### src/rtl/mem_port_ctrl_pkg.sv
// Shared widths, state/owner encodings and byte-lane helpers for the memory port controller.
package mem_port_ctrl_pkg;

   localparam int MEM_ADDR_BUS   = 32;
   localparam int REG_BUS        = 32;
   localparam int BYTE_BUS       = 8;
   localparam int BYTES_PER_WORD = 4;

   typedef enum logic [1:0] {
      ST_IDLE   = 2'd0,
      ST_ACCESS = 2'd1,
      ST_DONE   = 2'd2
   } state_t;

   typedef enum logic [1:0] {
      OWN_NONE = 2'd0,
      OWN_IF   = 2'd1,
      OWN_MEM  = 2'd2
   } owner_t;

   // Little-endian byte lane extract: lane 0 is bits [7:0].
   function automatic logic [BYTE_BUS-1:0] word_byte(logic [REG_BUS-1:0] w, logic [1:0] idx);
      logic [BYTE_BUS-1:0] b;
      case (idx)
         2'd0:    b = w[7:0];
         2'd1:    b = w[15:8];
         2'd2:    b = w[23:16];
         default: b = w[31:24];
      endcase
      return b;
   endfunction

   // Little-endian byte lane replace.
   function automatic logic [REG_BUS-1:0] word_put(logic [REG_BUS-1:0] w, logic [1:0] idx,
                                                   logic [BYTE_BUS-1:0] b);
      logic [REG_BUS-1:0] r;
      r = w;
      case (idx)
         2'd0:    r[7:0]   = b;
         2'd1:    r[15:8]  = b;
         2'd2:    r[23:16] = b;
         default: r[31:24] = b;
      endcase
      return r;
   endfunction

endpackage

### src/rtl/mem_port_ctrl_byte_sequencer.sv
// Byte engine: walks a latched word access through four byte transactions on the
// external bus, skips masked-off store bytes, and assembles read bytes into a word.
module mem_port_ctrl_byte_sequencer
   import mem_port_ctrl_pkg::*;
#(
   parameter int ADDR_W = MEM_ADDR_BUS
) (
   input  logic                clk,
   input  logic                rst,
   input  logic                load,
   input  logic [ADDR_W-1:0]   load_addr,
   input  logic                load_we,
   input  logic [REG_BUS-1:0]  load_wdata,
   input  logic [3:0]          load_mask,
   input  logic                access,
   input  logic                ext_ack,
   input  logic [BYTE_BUS-1:0] ext_rdata,
   output logic                step,
   output logic                last,
   output logic [REG_BUS-1:0]  word_next,
   output logic                ext_req,
   output logic                ext_we,
   output logic [ADDR_W-1:0]   ext_addr,
   output logic [BYTE_BUS-1:0] ext_wdata
);

   logic [ADDR_W-1:0]  base_q;
   logic               we_q;
   logic [REG_BUS-1:0] wdata_q;
   logic [3:0]         mask_q;
   logic [1:0]         cnt_q;
   logic [REG_BUS-1:0] asm_q;
   logic               byte_en;
   logic               rd_ack;

   // A store byte with its enable clear is a silent one-cycle slot.
   assign byte_en   = !we_q || mask_q[cnt_q];
   assign ext_req   = access && byte_en;
   assign ext_we    = access && we_q;
   assign ext_addr  = access ? base_q + {{(ADDR_W-2){1'b0}}, cnt_q} : '0;
   assign ext_wdata = access ? word_byte(wdata_q, cnt_q) : '0;
   assign rd_ack    = ext_req && ext_ack && !we_q;
   assign step      = access && (!byte_en || ext_ack);
   assign last      = step && (cnt_q == 2'(BYTES_PER_WORD - 1));

   // Word including the byte arriving this cycle, so the owner register can be
   // loaded on the same edge that finishes byte 3.
   assign word_next = rd_ack ? word_put(asm_q, cnt_q, ext_rdata) : asm_q;

   // Latch the granted access, then advance one byte per completed or skipped slot.
   always_ff @(posedge clk) begin
      if (rst) begin
         base_q  <= '0;
         we_q    <= 1'b0;
         wdata_q <= '0;
         mask_q  <= '0;
         cnt_q   <= '0;
         asm_q   <= '0;
      end else if (load) begin
         base_q  <= load_addr;
         we_q    <= load_we;
         wdata_q <= load_wdata;
         mask_q  <= load_mask;
         cnt_q   <= '0;
         asm_q   <= '0;
      end else if (step) begin
         cnt_q <= cnt_q + 2'd1;
         asm_q <= word_next;
      end
   end

endmodule

### src/rtl/mem_port_ctrl.sv
// Arbiter for the shared external byte port: MEM stage beats IF stage, each word
// is run as four byte transactions, and the owner gets a one-cycle done pulse.
//
// state     | meaning
// ----------+-------------------------------------------------------------
// ST_IDLE   | port free; requests sampled, MEM wins, flushed IF ignored
// ST_ACCESS | byte sequencer running bytes 0..3 for the current owner
// ST_DONE   | one cycle; owner's done high, data register already updated
module mem_port_ctrl
   import mem_port_ctrl_pkg::*;
#(
   parameter int ADDR_W = MEM_ADDR_BUS,
   parameter int DATA_W = REG_BUS
) (
   input  logic                clk,
   input  logic                rst,
   input  logic                if_re,
   input  logic [ADDR_W-1:0]   if_addr,
   input  logic                if_flush,
   output logic                if_busy,
   output logic                if_done,
   output logic [DATA_W-1:0]   if_data,
   input  logic                mem_re,
   input  logic                mem_we,
   input  logic [ADDR_W-1:0]   mem_addr,
   input  logic [DATA_W-1:0]   mem_wdata,
   input  logic [3:0]          mem_mask,
   output logic                mem_busy,
   output logic                mem_done,
   output logic [DATA_W-1:0]   mem_rdata,
   output logic                ext_req,
   output logic                ext_we,
   output logic [ADDR_W-1:0]   ext_addr,
   output logic [BYTE_BUS-1:0] ext_wdata,
   input  logic                ext_ack,
   input  logic [BYTE_BUS-1:0] ext_rdata
);

   state_t             state_q, state_d;
   owner_t             owner_q, owner_d;
   logic               flush_q, flush_d;
   logic               grant;
   logic               finish;
   logic [ADDR_W-1:0]  g_addr;
   logic               g_we;
   logic [REG_BUS-1:0] g_wdata;
   logic [3:0]         g_mask;
   logic               step;
   logic               last;
   logic [REG_BUS-1:0] word_next;
   logic               mem_req;
   logic               if_ok;
   logic               if_abort;

   assign mem_req  = mem_re || mem_we;
   assign if_ok    = if_re && !if_flush;
   // A flush seen at any point of an IF access takes effect once the byte in flight completes.
   assign if_abort = (owner_q == OWN_IF) && (flush_q || if_flush);

   // State, owner and pending-flush registers.
   always_ff @(posedge clk) begin
      if (rst) begin
         state_q <= ST_IDLE;
         owner_q <= OWN_NONE;
         flush_q <= 1'b0;
      end else begin
         state_q <= state_d;
         owner_q <= owner_d;
         flush_q <= flush_d;
      end
   end

   // Arbitration and sequencing; mem_we wins over mem_re so a combined request is a store.
   always_comb begin
      state_d = state_q;
      owner_d = owner_q;
      flush_d = flush_q;
      grant   = 1'b0;
      finish  = 1'b0;
      g_addr  = mem_addr;
      g_we    = mem_we;
      g_wdata = REG_BUS'(mem_wdata);
      g_mask  = mem_mask;
      case (state_q)
         ST_IDLE: begin
            flush_d = 1'b0;
            owner_d = OWN_NONE;
            if (mem_req) begin
               grant   = 1'b1;
               owner_d = OWN_MEM;
               state_d = ST_ACCESS;
            end else if (if_ok) begin
               grant   = 1'b1;
               owner_d = OWN_IF;
               state_d = ST_ACCESS;
               g_addr  = if_addr;
               g_we    = 1'b0;
               g_wdata = '0;
               g_mask  = 4'hF;
            end
         end
         ST_ACCESS: begin
            if (owner_q == OWN_IF && if_flush) begin
               flush_d = 1'b1;
            end
            if (step) begin
               if (if_abort) begin
                  state_d = ST_IDLE;
                  owner_d = OWN_NONE;
               end else if (last) begin
                  state_d = ST_DONE;
                  finish  = 1'b1;
               end
            end
         end
         ST_DONE: begin
            state_d = ST_IDLE;
            owner_d = OWN_NONE;
         end
         default: begin
            state_d = ST_IDLE;
            owner_d = OWN_NONE;
         end
      endcase
   end

   mem_port_ctrl_byte_sequencer #(
      .ADDR_W (ADDR_W)
   ) u_seq (
      .clk        (clk),
      .rst        (rst),
      .load       (grant),
      .load_addr  (g_addr),
      .load_we    (g_we),
      .load_wdata (g_wdata),
      .load_mask  (g_mask),
      .access     (state_q == ST_ACCESS),
      .ext_ack    (ext_ack),
      .ext_rdata  (ext_rdata),
      .step       (step),
      .last       (last),
      .word_next  (word_next),
      .ext_req    (ext_req),
      .ext_we     (ext_we),
      .ext_addr   (ext_addr),
      .ext_wdata  (ext_wdata)
   );

   // Owner data registers load on the edge entering ST_DONE; stores leave mem_rdata alone.
   always_ff @(posedge clk) begin
      if (rst) begin
         if_data   <= '0;
         mem_rdata <= '0;
      end else if (finish) begin
         if (owner_q == OWN_IF) begin
            if_data <= DATA_W'(word_next);
         end else if (!ext_we) begin
            mem_rdata <= DATA_W'(word_next);
         end
      end
   end

   assign if_done  = (state_q == ST_DONE) && (owner_q == OWN_IF);
   assign mem_done = (state_q == ST_DONE) && (owner_q == OWN_MEM);
   assign if_busy  = if_re && ((state_q != ST_IDLE) || mem_req) && !if_done;
   assign mem_busy = mem_req && (state_q != ST_IDLE) && !mem_done;

endmodule

### config.mk
export PLATFORM = sky130hd
export DESIGN_NAME = mem_port_ctrl
export DESIGN_NICKNAME = d
export VERILOG_FILES = /design/src/rtl/mem_port_ctrl_pkg.sv /design/src/rtl/mem_port_ctrl_byte_sequencer.sv /design/src/rtl/mem_port_ctrl.sv
export SDC_FILE = /design/constraint.sdc
export NUM_CORES = 1
export LEC_CHECK = 0
export BUFFER_PORTS_ARGS = -buffer_cell sky130_fd_sc_hd__clkbuf_2
export CAP_MARGIN = 10
export CORE_MARGIN = 4
export CORE_UTILIZATION = 52
export CTS_BUF_LIST = sky130_fd_sc_hd__clkbuf_16
export CTS_CLUSTER_SIZE = 30
export DETAILED_ROUTE_END_ITERATION = 10
export PLACE_DENSITY = 0.9
export SLEW_MARGIN = 0
export SYNTH_ARGS = -nofsm -noshare
export SYNTH_HDL_FRONTEND = slang
export SYNTH_SLANG_ARGS = --single-unit
### constraint.sdc
create_clock -name clk -period 3 [get_ports clk]
set_clock_uncertainty 0.15 [all_clocks]
set_input_delay 0.45 -clock clk [delete_from_list [all_inputs] [get_ports clk]]
set_output_delay 0.45 -clock clk [all_outputs]
set_load 0.1 [all_outputs]
==> results of run 1 <==
cells in the mapped netlist, types with 6 or more instances:
cell	count	area [um2]
dfxtp_1	172	3440
nor2_1	131	492
a211oi_1	64	480
a21oi_1	61	305
nand2_1	52	195
nand3_1	47	235
clkbuf_1	43	161
a311oi_1	33	289
mux2i_1	33	330
a22o_1	32	280
buf_2	28	140
o31ai_1	14	105
or4_1	13	97.6
a222oi_1	8	80.1
ha_1	7	87.6
inv_1	7	26.3
and2_1	6	37.5
nand4_1	6	37.5
nor3_1	6	30.0
xnor2_1	6	52.6
xor2_1	6	52.6
sequential cells by signal, indices dropped and copies added (netlist names):
| name | flops |
|---|---|
| u_seq.asm_q | 32 |
| mem_rdata | 32 |
| u_seq.we_q | 1 |
| u_seq.mask_q | 4 |
| owner_q | 2 |
| u_seq.wdata_q | 32 |
| flush_q | 1 |
| if_data | 32 |
| u_seq.cnt_q | 2 |
| state_q | 2 |
| u_seq.base_q | 32 |
power by group:
group          internal, uW  switching [uW]
Combinational           309             626
Sequential             2380             103
Clock                  1090             994
Total                  3780            1720
layout make-up:
type	count	area, um2
Clock buffer	17	425
Clock inverter	15	135
Fill cell	1007	3880
Inverter	7	26.3
Multi-Input combinational cell	582	4130
Sequential cell	172	3460
Tap cell	180	225
Timing Repair Buffer	254	1710
per-stage QoR:
| step | area, um2 | instances | power [uW] | worst slack, ns | TNS (ns) |
|---|---|---|---|---|---|
| 2_1_floorplan | 7710 | 834 | 3120 | -0.405 | -1.26 |
| 3_3_place_gp | 9240 | 1184 | 3410 | 0.194 | 0 |
| 3_5_place_dp | 9240 | 1184 | 3420 | 0.105 | 0 |
| 4_1_cts | 9950 | 1220 | 5490 | -0.00453 | -0.00790 |
| 5_1_grt | 10100 | 1227 | 5670 | -0.0929 | -0.640 |
| 6_report | 10100 | 1227 | 5500 | -0.0240 | -0.0470 |
final timing paths:
| kind | to | slack [ns] | from |
|---|---|---|---|
| worst max register to register | if_data[15] | 0.49 | state_q[0] |
| worst max-delay path | ext_addr[30] | -0.02 | u_seq.base_q[7] |
| worst min-delay path | u_seq.wdata_q[16] | 0.08 | mem_wdata[16] |
| worst min register to register | u_seq.wdata_q[6] | 0.34 | u_seq.wdata_q[6] |
per-layer routing:
layer | routed length (um) | share of wire
met5 | 9 | 0.00038
met3 | 2380 | 0.10
met1 | 9310 | 0.39
met2 | 11100 | 0.47
met4 | 1020 | 0.043
kinds of logic after synthesis:
family	Yosys count
AO/OA/AOI/OAI	231
XOR/XNOR	12
adder cells (fa/ha/maj)	8
buffers and inverters	81
flip-flops	172
multiplexers	36
AND/OR/NAND/NOR	294
timing repair:
item,4_1_cts,5_1_grt
setup endpoints to repair,31,26
cloned,1,0
setup buffers,3,7
gates resized for setup,33,37
pin swaps,6,10
==> impl_metrics.yaml, run 1 <==
route:
  wire_per_inst_um: 19.4
  firstDrtPassIters: 6
  antenna_left: 0
  wl_um: 23800
  drtIter0Drc: 769
  viasPerCell: 6.14
  vias: 7530
  drc_errors: 0
clock_tree:
  hold_buffers: 0
  cts_tree: "built"
  cts_made_buffers: 17
  cts_buffer_depth: 2
  htreeDepth: 4
  cts.sinks: 172
  clkTransAtPathRegs_ns: 0.07
  cts-root-buf: "clkbuf_16"
  clock_latency_ns: 0.44
global_route:
  antenna_found_initial: 1
  gr-total-overflow: 0
  track_usage: 0.282
  grtUsageMet3: 0.0763
  grt_pass1_vias: 7190
  grt_pass1_wl_um: 37100
  grt_start_max_net_pins: 65
  grt_use_met1: 0.357
  met2_usage: 0.448
  top_usage_layer: "met2"
yosys:
  muxShareOfSynthArea: 0.0487
  synth-simple-area-share: 0.188
  avgSynthCellArea_um2: 8.96
  syn-num-nets: 957
  synth.yosys.seq_area_share: 0.461
  async_flop_share: 0
  synth-seq-cells: 172
  ys_warn_count: 0
  ys_types: 52
  synth-compound-area-share: 0.226
  synth_top_family_by_area: "compound AO/OA/AOI/OAI gates"
  synthCells: 834
  synth_ff_type: "dfxtp_1"
  synth_fa_ha_area_frac: 0.0144
  syn_area_mm2: 0.00747
  synth-edff-count: 0
  synth_xor_area_frac: 0.0141
sta:
  finalCritPeriodShare: 1.01
  fmax_mhz: 331
  setup_viol: 3
  hold_viol: 0
  whs_ns: 0.0779
  setup_slack_ns: -0.0240
  slew_headroom: 0.537
  maxSlewViolCount: 0
  post-route-min-period_ns: 3.02
  rsz0062_at_grt: "yes"
  tightest_slew_ns: 0.692
power_and_ir_drop:
  power_leakage_uw: 0.00415
  ir_worst_vdd_uv: 476
  power.density_mw_per_mm2: 544
layout:
  diodes: 0
  mostFrequentLayoutCells: "clkbuf_2, dfxtp_1, nor2_1, a211oi_1, nand2_1"
  post-route-util: 0.723
  drive_gt1_frac: 0.369
  finalNetCount: 1157
  area_growth_syn_to_layout_pct: 35.2
  final_common_cell: "clkbuf_2"
hold_path:
  min_path_cells: 2
  hp-class: "in -> reg"
setup_path:
  path_class: "reg -> out"
  critPathMaxFanout: 15
  slowest_delay_ns: 0.56
  cp-end-kind: "output port"
  worst_ep_arrival_time_ns: 2.42
  path_buf_inv: 1
  path_cells: "and4_4, nand4_2, o31ai_1, a21oi_4, buf_12"
  slowest_stage: "o31ai_1"
  ff2ff_path_depth: 4
  cp_num_cells: 5
  critPathLaunchType: "register"
  cp_top_family: "simple AND/OR/NAND/NOR gates"
  cp_data_required_time_ns: 2.40
floorplan:
  die_area_mm2: 0.0164
  initial_core_util: 0.534
  die_y_um: 128
  ios: 225
  core_mm2: 0.0140
  rows: 43
  die_x_um: 128
run_status:
  failed_checks: "setup timing"
  status: "finished with violations"
placement:
  io_buffers: 224
  gp_congestion: 0.916
  place_hpwl_um: 16200
run:
  maxCapViolCount: 0
Power figures use the tool's default switching activity.
==> run 2, diff against run 1 <==
- PLACE_DENSITY: 0.9 -> 0.81
==> run 2 against run 1 <==
Against the previous run:
- the run still ends with setup timing left
- sequential share of layout area is 0.14 points lower
- global-route usage shrank 0.47 points
- register-to-register slack better by 0.08 ns
- sequential power is essentially flat
- largest power group unchanged
==> impl_metrics.yaml, run 2 (synthesis results as in run 1) <==
power_and_ir_drop:
  combPwrFrac: 0.166
  power_leakage_uw: 0.00419
  ir_worst_vdd_uv: 464
  seq_power_share: 0.441
  pwr-share-clk: 0.393
  power.density_mw_per_mm2: 554
  internal_power_uw: 3930
  switchingPower_uw: 1690
  power.total_uw: 5620
  swShare: 0.301
sta:
  post-route-min-period_ns: 3.00
  tightest_slew_ns: 0.655
  hold_viol: 0
  rsz0062_at_grt: "yes"
  maxSlewViolCount: 0
  setup_slack_ns: -0.00356
  finalSetupTns_ns: -0.00414
  setup_viol: 2
  slew_headroom: 0.561
  whs_ns: 0.0860
  fmax_mhz: 333
  finalCritPeriodShare: 1.00
route:
  wl_um: 23700
  dr_wl_met3_um: 2120
  firstDrtPassIters: 6
  vias: 7385
  wl_met2_um: 10800
  viasPerCell: 5.99
  antenna_left: 0
  met1_length_um: 9730
  drtIter0Drc: 719
  dr.max_layer_used: "met5"
  drc_errors: 0
  wire_per_inst_um: 19.2
setup_path:
  r2r_slack_ns: 0.57
  worst_ep_arrival_time_ns: 2.40
  path_cells: "ha_4, fa_2, and3_4, nand3_4, or4_4, a21oi_4, buf_12"
  ff2ff_path_depth: 5
  critPathLaunchType: "register"
  cp_data_required_time_ns: 2.40
  cp-end-kind: "output port"
  slowest_delay_ns: 0.47
  slowest_stage: "or4_4"
  critPathMaxFanout: 12
  path_class: "reg -> out"
layout:
  finalNetCount: 1162
  area_growth_syn_to_layout_pct: 35.8
  final_common_cell: "clkbuf_2"
  mostFrequentLayoutCells: "clkbuf_2, dfxtp_1, nor2_1, a211oi_1, nand2_1"
  drive_gt1_frac: 0.367
  layoutNonFillerInstCount: 1232
  fillers: 1018
  diodes: 0
  final_area_mm2: 0.0101
floorplan:
  ios: 225
  core_mm2: 0.0140
  die_area_mm2: 0.0164
  initial_core_util: 0.534
  rows: 43
  die_y_um: 128
  die_x_um: 128
clock_tree:
  clkTransAtPathRegs_ns: 0.06
  htreeDepth: 4
  hold_buffers: 0
  cts_buffer_depth: 2
  cts_tree: "built"
  cts_made_buffers: 17
  cts.sinks: 172
  clock_latency_ns: 0.42
  cts-root-buf: "clkbuf_16"
global_route:
  track_usage: 0.278
  antenna_found_initial: 2
  grt_pass1_wl_um: 36600
  grt_start_max_net_pins: 65
  grt_pass1_vias: 7013
  gr-total-overflow: 0
placement:
  io_buffers: 224
  place_inst: 1188
  placed_cell_area_mm2: 0.00924
  gp_congestion: 0.885
  place_hpwl_um: 16000
hold_path:
  hp-class: "in -> reg"
  min_path_cells: 2
run_status:
  status: "finished with violations"
  failed_checks: "setup timing"
run:
  maxCapViolCount: 0
-- run 2: power groups by stage --
stage / logic, uW / clock network, uW / registers [uW]
after floorplan: 635 / 0 / 2490
after global placement: 904 / 0 / 2510
after detailed placement: 909 / 0 / 2510
after CTS: 921 / 2230 / 2470
after global routing: 990 / 2330 / 2490
final: 935 / 2210 / 2480
-- run 2: repair_timing --
action                                 in CTS  in global routing
resized for setup                          38                 30
pin swaps                                   7                 15
setup buffers                               4                  5
endpoints found under the hold margin       0                  0
setup endpoints to repair                  28                 26
cloned                                      2                  1
-- run 2: layout make-up --
class	instances	area, um2	area share
multi-input cells	583	4140	0.408
flip-flops and latches	172	3460	0.341
repair buffers	258	1710	0.168
clock buffers	17	425	0.0419
well taps	180	225	0.0222
clock inverters	15	169	0.0166
inverters	7	26.3	0.00259
-- run 2: final timing paths --
path                             to               from
setup / recovery       ext_addr[24]     u_seq.cnt_q[0]
hold reg to reg   u_seq.wdata_q[27]  u_seq.wdata_q[27]
setup reg to reg       mem_rdata[5]         state_q[0]
hold / removal     u_seq.wdata_q[2]       mem_wdata[2]
-- run 2: per-stage QoR --
stage	setup WS (ns)	utilization
CTS	-0.0103	0.717
finish	-0.00356	0.726
floorplan	-0.405	-
detailed placement	0.136	0.661
global placement	0.212	0.661
global route	-0.0879	0.726
-- run 2: per-layer routing --
layer  track usage  up-vias
met3        0.0750       78
met5             0        -
li1              -     3492
met2         0.440      382
met1         0.355     3429
met4         0.124        4
-- run 2: critical path, delay by kind of cell, from the launching register on --
family	cells	cell delay, ns
simple gates	3	0.84
fa+ha+maj	2	0.40
flops	1	0.36
buf+inv	1	0.19
compound gates	1	0.18
